$ cat config.mk
export PLATFORM = sky130hd
export DESIGN_NAME = decoder
export DESIGN_NICKNAME = d
export VERILOG_FILES = /design/src/rtl/decoder_pkg.sv /design/src/rtl/seg7_digit.sv /design/src/rtl/decoder.sv
export SDC_FILE = /design/constraint.sdc
export NUM_CORES = 1
export LEC_CHECK = 0
export CORE_MARGIN = 2
export CORE_UTILIZATION = 25
export CTS_BUF_LIST = sky130_fd_sc_hd__clkbuf_4
export DETAILED_ROUTE_END_ITERATION = 6
export SLEW_MARGIN = 0
export SYNTH_ARGS = -nofsm -noshare
export SYNTH_HDL_FRONTEND = slang
export SYNTH_HIERARCHICAL = 1
export SYNTH_SLANG_ARGS = --single-unit
$ cat constraint.sdc
create_clock -name clk -period 1.1 [get_ports clk]
set_clock_uncertainty 0.1 [all_clocks]
set_input_delay 0.11 -clock clk [delete_from_list [all_inputs] [get_ports clk]]
set_output_delay 0.11 -clock clk [all_outputs]
set_load 0.05 [all_outputs]
$ cat src/rtl/decoder_pkg.sv
`default_nettype none
// ============================================================================
// Module   : decoder_pkg
// Purpose  : Shared types and constants for the binary to two-digit
//            seven-segment decoder.
// Contents : seg_t      - 7-bit segment vector, bit 0 = a ... bit 6 = g
//            SEG_BLANK  - all segments off (active-low)
//            DIGIT_SEG  - active-low patterns for digits 0..9
// Revision : 1.0 - initial release
// ============================================================================
package decoder_pkg;

  typedef logic [6:0] seg_t;

  // Segments are active-low, so a blank display drives every line high.
  localparam seg_t SEG_BLANK = 7'b1111111;

  // Patterns written g..a (bit 6 down to bit 0).
  localparam seg_t DIGIT_SEG [0:9] = '{
    7'b1000000,  // 0
    7'b1111001,  // 1
    7'b0100100,  // 2
    7'b0110000,  // 3
    7'b0011001,  // 4
    7'b0010010,  // 5
    7'b0000010,  // 6
    7'b1111000,  // 7
    7'b0000000,  // 8
    7'b0010000   // 9
  };

endpackage : decoder_pkg
`default_nettype wire

$ cat src/rtl/seg7_digit.sv
`default_nettype none
// ============================================================================
// Module   : seg7_digit
// Purpose  : Combinational BCD digit to active-low seven-segment encoder.
//            Codes 10..15 are not decimal digits and produce a blank.
// Ports    : bcd  in  4  digit code 0..9
//            seg  out 7  active-low segments, bit 0 = a ... bit 6 = g
// Revision : 1.0 - initial release
// ============================================================================
module seg7_digit
  import decoder_pkg::*;
(
  input  logic [3:0] bcd,
  output seg_t       seg
);

  always_comb begin
    seg = SEG_BLANK;
    case (bcd)
      4'd0:    seg = DIGIT_SEG[0];
      4'd1:    seg = DIGIT_SEG[1];
      4'd2:    seg = DIGIT_SEG[2];
      4'd3:    seg = DIGIT_SEG[3];
      4'd4:    seg = DIGIT_SEG[4];
      4'd5:    seg = DIGIT_SEG[5];
      4'd6:    seg = DIGIT_SEG[6];
      4'd7:    seg = DIGIT_SEG[7];
      4'd8:    seg = DIGIT_SEG[8];
      4'd9:    seg = DIGIT_SEG[9];
      default: seg = SEG_BLANK;
    endcase
  end

endmodule : seg7_digit
`default_nettype wire

$ cat src/rtl/decoder.sv
`default_nettype none
// ============================================================================
// Module   : decoder
// Purpose  : Splits a 4-bit unsigned value (0..15) into tens and units
//            digits and drives two registered active-low 7-segment displays.
//            Latency is one clock; reset blanks both displays immediately.
// Ports    : clk     in  1  system clock, rising edge
//            rst     in  1  asynchronous active-high reset
//            binary  in  4  value to display, 0..15
//            seg0    out 7  units digit, active-low, bit 0 = a ... bit 6 = g
//            seg1    out 7  tens digit, same encoding as seg0
// Revision : 1.0 - initial release
// ============================================================================
module decoder
  import decoder_pkg::*;
(
  input  logic       clk,
  input  logic       rst,
  input  logic [3:0] binary,
  output seg_t       seg0,
  output seg_t       seg1
);

  logic       tens_flag;
  logic [3:0] units_bcd;
  logic [3:0] tens_bcd;
  seg_t       units_seg;
  seg_t       tens_seg;

  // With a 4-bit input the tens digit can only be 0 or 1, so a single
  // compare and a conditional subtract replace a general divide.
  always_comb begin
    tens_flag = (binary >= 4'd10);
    units_bcd = tens_flag ? (binary - 4'd10) : binary;
    tens_bcd  = {3'b000, tens_flag};
  end

  seg7_digit u_units (
    .bcd (units_bcd),
    .seg (units_seg)
  );

  seg7_digit u_tens (
    .bcd (tens_bcd),
    .seg (tens_seg)
  );

  always_ff @(posedge clk or posedge rst) begin
    if (rst) begin
      seg0 <= SEG_BLANK;
      seg1 <= SEG_BLANK;
    end else begin
      seg0 <= units_seg;
      seg1 <= tens_seg;
    end
  end

endmodule : decoder
`default_nettype wire

==> results of run 1 <==
-- power by group --
part / internal, mW / total (mW) / switching [mW]
Clock: 0.126 / 0.255 / 0.128
Combinational: 0.344 / 0.720 / 0.376
Sequential: 0.620 / 0.669 / 0.0487
Total: 1.09 / 1.64 / 0.553
-- cells by family (layout without fill, tap and decap cells) --
| logic type | after synthesis | in the layout | share of synthesized area |
|---|---|---|---|
| simple gates | 29 | 29 | 0.173 |
| flops | 14 | 14 | 0.430 |
| fa+ha+maj | 11 | 11 | 0.161 |
| compound gates | 24 | 24 | 0.155 |
| other cells | 1 | 9 | 0.00438 |
| buf+inv | 13 | 43 | 0.0775 |
-- repair_timing --
action | 4_1_cts | 5_1_grt
pin swaps | 2 | 4
setup buffers | 1 | 0
endpoints found under the setup margin | 25 | 18
gates resized for setup | 16 | 4
cloned | 0 | 0
hold endpoints to repair | 0 | 0
-- worst min path at each step --
stage,from,endpoint,cells past startpoint
floorplan,rst,seg0[0],1
global placement,seg1[4],seg1[4],1
detailed placement,seg0[4],seg0[4],1
CTS,binary[3],seg0[1],4
global route,binary[1],seg0[1],5
finish,binary[1],seg0[1],5
-- per-layer routing --
layer  wire [um]  GRT usage  vias to the layer above
met5           0          0                        -
met4          27     0.0694                        0
met3          43    0.00360                        2
met2         789      0.165                       13
met1         662     0.0967                      320
li1            -          -                      365
-- area by class of cell --
class / instances / area, um^2 / area share
Inverter: 9 / 33.8 / 0.0245
Sequential cell: 14 / 368 / 0.267
Timing Repair Buffer: 31 / 413 / 0.299
Tap cell: 46 / 57.6 / 0.0417
Clock buffer: 3 / 22.5 / 0.0163
Multi-Input combinational cell: 73 / 484 / 0.351
-- flip-flops by register name (all words and copies together), names as in the netlist --
| register | count |
|---|---|
| seg1 | 7 |
| seg0 | 7 |
-- through the flow --
step           power [mW]  utilization  setup slack (ns)  cell area (um^2)  setup TNS (ns)
3_3_place_gp         1.37        0.404            -0.629              1340           -6.06
5_1_grt              1.74        0.416           -0.0913              1380           -1.15
6_report             1.64        0.416           -0.0526              1380          -0.677
2_1_floorplan        1.04            -           -0.0827               905          -0.176
4_1_cts              1.66        0.411           -0.0709              1360          -0.926
3_5_place_dp         1.39        0.404            -0.657              1340           -6.44
-- layout by cell type, fill, tap and decap left out, types with 2 or more instances in the layout --
| master | count |
|---|---|
| nand2b_1 | 8 |
| a31oi_1 | 2 |
| or2b_1 | 2 |
| conb_1 | 9 |
| dfstp_2 | 14 |
| or2_1 | 2 |
| nand2_1 | 4 |
| a21oi_2 | 3 |
| buf_12 | 14 |
| nor2_1 | 10 |
| ha_1 | 9 |
| a21oi_1 | 5 |
| inv_2 | 2 |
| inv_1 | 7 |
| buf_4 | 12 |
| o21ai_0 | 12 |
| clkbuf_4 | 4 |
==> results.py, run 1 <==
metrics = {
    "synth": {
        "synthesis.area_um2": 856,
        "synth-edff-count": 0,
        "synth_flop_cell": "dfstp_2",
        "ys_top_cells_by_area": "dfstp_2, ha_1, o21ai_0",
        "synth.top_cell.area_share": 0.430,
        "netlist_instances": 92,
        "async_flop_share": 1.00,
        "yosysMostFrequentCell": "dfstp_2",
        "yosysWarnings": 6,
        "ys_ff_latch": 14,
        "netlist-cell-type-count": 19,
        "synth_commonest_cells": "dfstp_2, o21ai_0, ha_1, nor2_1, inv_1",
        "yosys.area.top_type": "dfstp_2",
        "synth.yosys.seq_area_share": 0.430,
        "avgSynthCellArea_um2": 9.30,
    },
    "worst_setup_path": {
        "required_ns": 0.89,
        "worst_path_largest_cell_delay_ns": 0.55,
        "setup.worst_path.end_class": "primary output",
        "path_cells": "buf_12",
        "path_max_fanout": 1,
        "critPathLaunchType": "flip-flop",
        "crit_buf_inv": 1,
        "path_delay_family": "flip-flops",
        "crit_slowest_cell": "dfstp_2",
        "critPathLaunch": "seg1[2]",
        "critPathArrivalTime_ns": 0.94,
        "worstSetupPathType": "reg2out",
        "cp.depth": 1,
        "cp-endpoint": "seg1[2]",
    },
    "layout": {
        "nNetsFinal": 149,
        "num-fill-cells": 339,
        "n_antenna_cell": 0,
        "drive_above_1_share": 0.431,
        "layout.cells.non_filler": 176,
        "area_growth_pct": 61.1,
    },
    "placed_design": {
        "port_buffers": 19,
        "dpl.hpwl_um": 1330,
        "place_inst": 172,
        "place_congestion": 0.850,
    },
    "clock_tree": {
        "clock-sinks": 14,
        "tritoncts": "yes",
        "cts.hold.buffers_added": 0,
        "cts_root_buffer": "clkbuf_4",
        "htreeDepth": 1,
        "cts_buffer_depth": 2,
        "path_clk_slew_ns": 0.07,
        "cts_buffers": 3,
    },
    "routing": {
        "drcViolationCount": 0,
        "drtIter0Drc": 2,
        "via_per_inst": 3.98,
        "routedWlPerCell_um": 8.65,
        "ant_nets": 0,
        "routed_wl_um": 1520,
        "first_pass_iters": 3,
        "vias": 700,
    },
    "die": {
        "fp.coreArea_mm2": 0.00331,
        "die_h_um": 62.5,
        "die_area_mm2": 0.00391,
        "io_pins": 20,
        "initial_core_util": 0.259,
        "die_w_um": 62.5,
        "rows": 21,
    },
    "global_routing": {
        "gr-total-overflow": 0,
        "grt_util_all_layers": 0.0901,
        "grt_max_degree": 15,
        "grt_pass1_vias": 757,
        "grt_pass1_wl_um": 2920,
        "grt_antenna_before_repair": 0,
    },
    "sta": {
        "drv_slew": 0,
        "post-route-period-util": 1.05,
        "hold_viol": 0,
        "layout_setup_ws_ns": -0.0526,
        "hold_slack_ns": 0.174,
        "min_period_ns": 1.15,
        "setup_violations": 14,
        "timing.fmax_ghz": 0.868,
        "rsz0062_at_grt": "yes",
    },
    "power_and_ir_drop": {
        "p_leak_nw": 0.612,
        "peakVddDrop_mv": 0.269,
        "p_per_area_mw_per_mm2": 1190,
    },
    "worst_hold_path": {
        "hold_class": "in2reg",
    },
    "flow_run": {
        "max_cap_viol_count": 0,
    },
    "outcome": {
        "violations": "negative setup slack",
        "outcome": "finished, violations left",
    },
}
Note: power is estimated with default switching activity, not from simulation.
==> run 2, diff against run 1 <==
Settings changed: SLEW_MARGIN 0 to 10.
==> results of run 2 <==
The final DEF is identical to that of run 1; final timing and power are the same.
==> run 3, diff against run 2 <==
Settings changed: CELL_PAD_IN_SITES_DETAIL_PLACEMENT from default to 1, CELL_PAD_IN_SITES_GLOBAL_PLACEMENT from default to 2, CORE_UTILIZATION 25 to 33, PLACE_DENSITY_LB_ADDON from default to 0.1.
==> run 3 against run 2 <==
Net effect: largest cell class unchanged; the run still ends with negative setup slack left; critical path depth unchanged; cell area shrank 0.36%; setup slack got worse by 0.019 ns; clock power up 11%.
==> results.py, run 3 (synthesis results as in run 1) <==
metrics = {
    "power_and_ir_drop": {
        "p_per_area_mw_per_mm2": 1230,
        "pwr-share-seq": 0.397,
        "swShare": 0.349,
        "intPower_mw": 1.10,
        "peakVddDrop_mv": 0.734,
        "p_leak_nw": 0.616,
        "pwr-share-clk": 0.167,
        "netSwitchingPower_mw": 0.591,
        "power_frac_comb": 0.436,
        "total_power_mw": 1.69,
    },
    "worst_setup_path": {
        "path_cells": "buf_12",
        "required_ns": 0.89,
        "crit_slowest_cell": "dfstp_2",
        "worst_path_largest_cell_delay_ns": 0.56,
        "setup.worst_path.end_class": "primary output",
        "critPathLaunchType": "flip-flop",
        "path_delay_family": "flip-flops",
        "path_max_fanout": 1,
        "crit_buf_inv": 1,
        "critPathArrivalTime_ns": 0.96,
        "worstSetupPathType": "reg2out",
    },
    "routing": {
        "drtIter0Drc": 1,
        "vias": 715,
        "first_pass_iters": 2,
        "routedWlPerCell_um": 11.7,
        "highest_layer": "met4",
        "wl_met2_um": 1100,
        "met1_length_um": 721,
        "ant_nets": 0,
        "route.met3.wl_um": 48,
        "drcViolationCount": 0,
        "via_per_inst": 4.44,
        "routed_wl_um": 1890,
    },
    "sta": {
        "layout_setup_ws_ns": -0.0715,
        "post-route-period-util": 1.06,
        "min_period_ns": 1.17,
        "hold_viol": 0,
        "rsz0062_at_grt": "yes",
        "drv_slew": 0,
        "setup_violations": 14,
        "timing.fmax_ghz": 0.854,
    },
    "clock_tree": {
        "cts.hold.buffers_added": 0,
        "cts_setup_buffers": 0,
        "htreeDepth": 1,
        "path_clk_slew_ns": 0.08,
        "cts_buffers": 3,
        "tritoncts": "yes",
        "cts_buffer_depth": 2,
        "clock-sinks": 14,
        "cts_root_buffer": "clkbuf_4",
    },
    "die": {
        "die_w_um": 54.9,
        "die_area_mm2": 0.00302,
        "rows": 18,
        "io_pins": 20,
        "die_h_um": 54.9,
        "initial_core_util": 0.345,
        "fp.coreArea_mm2": 0.00248,
    },
    "outcome": {
        "outcome": "finished, violations left",
        "violations": "negative setup slack",
    },
    "layout": {
        "nNetsFinal": 149,
        "n_antenna_cell": 0,
        "top_regs": "seg0 x7, seg1 x7",
        "drive_above_1_share": 0.427,
        "layout.cells.non_filler": 161,
        "area_growth_pct": 60.5,
        "layout_common_cells": "buf_12, dfstp_2, buf_4, nor2_1",
    },
    "global_routing": {
        "grt_pass1_vias": 729,
        "gr-total-overflow": 0,
        "grt_max_degree": 15,
        "grt_antenna_before_repair": 0,
        "grt_pass1_wl_um": 3060,
        "grt_util_all_layers": 0.146,
    },
    "placed_design": {
        "place_congestion": 0.781,
        "dpl.hpwl_um": 1610,
        "port_buffers": 19,
        "place_inst": 157,
    },
    "worst_hold_path": {
        "hold_class": "in2async",
    },
    "flow_run": {
        "max_cap_viol_count": 0,
    },
}
[run 3: cell count changes in the layout (fill, tap and decap cells not counted)]
| cell | change |
|---|---|
| a21oi_2 | -1 |
| a21oi_4 | +1 |
| buf_6 | -1 |
| buf_8 | +1 |
| clkinv_1 | +1 |
| o21ai_0 | -3 |
| o21ai_1 | +3 |
[run 3: worst max-delay path by stage]
stage / slack (ns) / depth (start not counted) / endpoint / from
6_report: -0.07 / 1 / seg0[0] / seg0[0]
3_5_place_dp: -0.68 / 8 / seg0[3] / binary[3]
5_1_grt: -0.11 / 1 / seg0[0] / seg0[0]
2_1_floorplan: -0.08 / 7 / seg0[0] / binary[1]
4_1_cts: -0.09 / 1 / seg0[0] / seg0[0]
3_3_place_gp: -0.63 / 8 / seg0[0] / binary[3]
[run 3: power by group through the flow]
stage                     Combinational, mW  Clock [mW]  Sequential, mW
after global placement                0.711           0           0.679
after CTS                             0.729       0.294           0.675
after floorplan                       0.170           0           0.867
after global routing                  0.788       0.322           0.676
final                                 0.737       0.283           0.672
after detailed placement              0.723           0           0.683
[run 3: through the flow]
stage / worst slack (ns) / util / TNS [ns] / instance area, um^2 / hold WS (ns)
after CTS: -0.0887 / 0.545 / -1.02 / 1350 / 0.231
after global routing: -0.111 / 0.555 / -1.34 / 1370 / 0.268
after floorplan: -0.0827 / - / -0.176 / 905 / 0.182
final: -0.0715 / 0.555 / -0.848 / 1370 / 0.241
after detailed placement: -0.678 / 0.534 / -6.69 / 1320 / 0.503
after global placement: -0.632 / 0.534 / -6.24 / 1320 / 0.502
[run 3: metal layers]
layer,track usage,up-vias
met5,0,-
met4,0.0488,0
met3,0.0323,2
met2,0.288,11
met1,0.150,339
li1,-,363
[run 3: worst min-delay path, stage by stage]
cell and delay (ns):
clkdlybuf4s50_1 0.39, inv_1 0.06, buf_4 0.20
[run 3: repair_timing]
item	4_1_cts	5_1_grt
endpoints found under the setup margin	25	17
resized for setup	19	6
pin swaps	3	3
[run 3: cell type report]
class	instances	area, um^2
Clock buffer	3	22.5
Clock inverter	1	3.75
Fill cell	276	1100
Inverter	9	33.8
Multi-Input combinational cell	73	492
Sequential cell	14	368
Tap cell	30	37.5
Timing Repair Buffer	31	417
==> RTL change (settings of run 1) <==
Make the reset (`rst`) synchronous in one clocked block. Comments in the files are not updated.
--- a/src/rtl/decoder.sv
+++ b/src/rtl/decoder.sv
@@ -46,5 +46,5 @@
   );
 
-  always_ff @(posedge clk or posedge rst) begin
+  always_ff @(posedge clk) begin
     if (rst) begin
       seg0 <= SEG_BLANK;
Check against the original RTL: differs if rst is asserted again (counterexample within 4 cycles, from zero or initial values and one cycle with rst high); with rst held inactive, the same outputs for 10 cycles.
==> RTL change against run 1 <==
- the flow still finishes with violations (negative setup slack)
- setup slack worse by 0.14 ns
- power down 7.2%
- sequential power down 13%
- sequential cell count unchanged
- area after synthesis up 0.88%
- wire length up 14%
- via count up 8.9%
- cell area up 11%
- largest power group unchanged
==> RTL change: results (changes against run 1) <==
met2 Use GR = 16.0% (-0.54 points)
DRT iter0 DRCs = 12 (+10)
Synth area leaders = dfxtp_1 (32%), ha_1 (16%), or2_1 (12%)
HPWL Detailed = 1290 µm (-3.3%)
clock slew at reported path FFs = 0.07 ns (about the same)
Setup Viol. Count Final = 8 (-6)
Total Wirelength = 1730 µm (+14%)
WHS = 0.278 ns (+0.103 ns)
IR drop worst, VDD = 0.000316 V (+18%)
Via-to-Cell Ratio = 3.93 (-1.2%)
Final Net Count = 167 (+12%)
total negative slack = -1.15 ns (-0.474 ns)
vias in the first global route = 707 (-6.6%)
number of synthesis warnings = 6 (unchanged)
DRT Pass-1 Iters = 3 (unchanged)
first-pass GRT wire length = 2810 µm (-3.8%)
met3 usage = 1.08% (+0.72 points)
HP Class = primary input to register
WL per Instance = 8.93 µm (+3.2%)
Top Registers = seg0 x7, seg1 x7
CTS buffer count = 3 (unchanged)
status = finished with violations
total power = 0.00152 W (-7.2%)
maximum fanout along the worst path = 4 (+3)
setup slack after layout = -0.190 ns (-0.137 ns)
Synth Flop Type = dfxtp_1
max incr delay on CP = 0.24 ns (-0.31 ns)
dpl cell area = 0.00136 mm² (+1.8%)
WHS Endpoint = seg0[2]
Synth cell types = 18 (-1)
crit path DAT = 1.35 ns (+0.41 ns)
Logic power comb = 0.000683 W (-5.1%)
routability cong. = 0.833 (-2.0%)
top cells by count, synth = or2_1 (16), dfxtp_1 (14), o21ai_0 (13)
layout cells sized above 1 = 41.2% (-1.9 points)
Tot GR Track Use = 8.84% (-0.17 points)
port bufs = 19 (unchanged)
Antenna Cells = 0 (unchanged)
fraction of registers with async set or reset after synthesis = 0% (-100 points)
LEAKAGE = 0.649 nW (+6.1%)
CTS H-Tree Depth = 1 (unchanged)
failing checks = negative setup slack
clock buffer depth = 2 (unchanged)
sequential fraction of the synthesis area = 32.5% (-11 points)
initial antenna violation count = 0 (unchanged)
Syn Area/Cell = 8.14 µm² (-12%)
hold-critical path depth = 5 (unchanged)
number of fillers in the final layout = 332 (-2.1%)
Sequential Power Share = 38.4% (-2.3 points)
hold path start = binary[3]
Root Buffer = clkbuf_4
met1 usage = 9.07% (-0.60 points)
critical path's slowest cell = or2_1
largest net degree at the start of global routing = 15 (unchanged)
switching power = 0.000501 W (-9.4%)
Placed Instances = 185 (+7.6%)
RTL change: final cells by class:
type	instances	area, µm²	share of cell area (%)
sequential	14	280	18.3
timing repair buffer	35	467	30.5
multi-input combinational	88	668	43.7
tap	46	57.6	3.76
inverter	8	35.0	2.29
clock buffer	3	22.5	1.47
RTL change: through the flow:
step | util, % | setup slack, ns
floorplan | - | -0.305
global placement | 40.8 | -0.885
detailed placement | 40.8 | -0.944
CTS | 44.2 | -0.200
global route | 45.9 | -0.247
finish | 45.9 | -0.190
RTL change: repair_timing:
item,in CTS,in global routing
endpoints found under the hold margin,0,0
gates cloned,1,0
buffers inserted,4,1
pin swaps,6,7
setup endpoints to repair,11,9
resized for setup,32,10
RTL change: cell families (layout without fill, tap and decap cells):
family / after synthesis / after routing / synth area share, %
adders and majority gates: 11 / 11 / 15.9
buffers and inverters: 13 / 46 / 8.55
other: 1 / 9 / 0.434
and+or+nand+nor: 43 / 43 / 27.2
DFF: 14 / 14 / 32.5
AOI/OAI and AO/OA: 24 / 25 / 15.4
RTL change: how the worst max path moves through the flow:
stage | startpoint | to | slack [ns] | cells past startpoint
3_3_place_gp | binary[2] | seg0[3] | -0.88 | 8
3_5_place_dp | binary[1] | seg0[3] | -0.94 | 8
4_1_cts | binary[1] | seg0[3] | -0.20 | 9
2_1_floorplan | binary[1] | seg0[3] | -0.30 | 8
5_1_grt | binary[1] | seg0[3] | -0.25 | 9
6_report | binary[1] | seg0[3] | -0.19 | 9
RTL change: metal layers:
layer / vias up / share of wire [%]
li1: 417 / -
met1: 326 / 41
met2: 15 / 53
met3: 4 / 3.1
met4: 0 / 2.8
met5: - / 0
RTL change: critical path, delay by kind of cell:
family	cells	cell delay [ns]
adders and majority gates	1	0.16
AOI/OAI and AO/OA	3	0.28
buffers and inverters	2	0.19
and+or+nand+nor	3	0.61
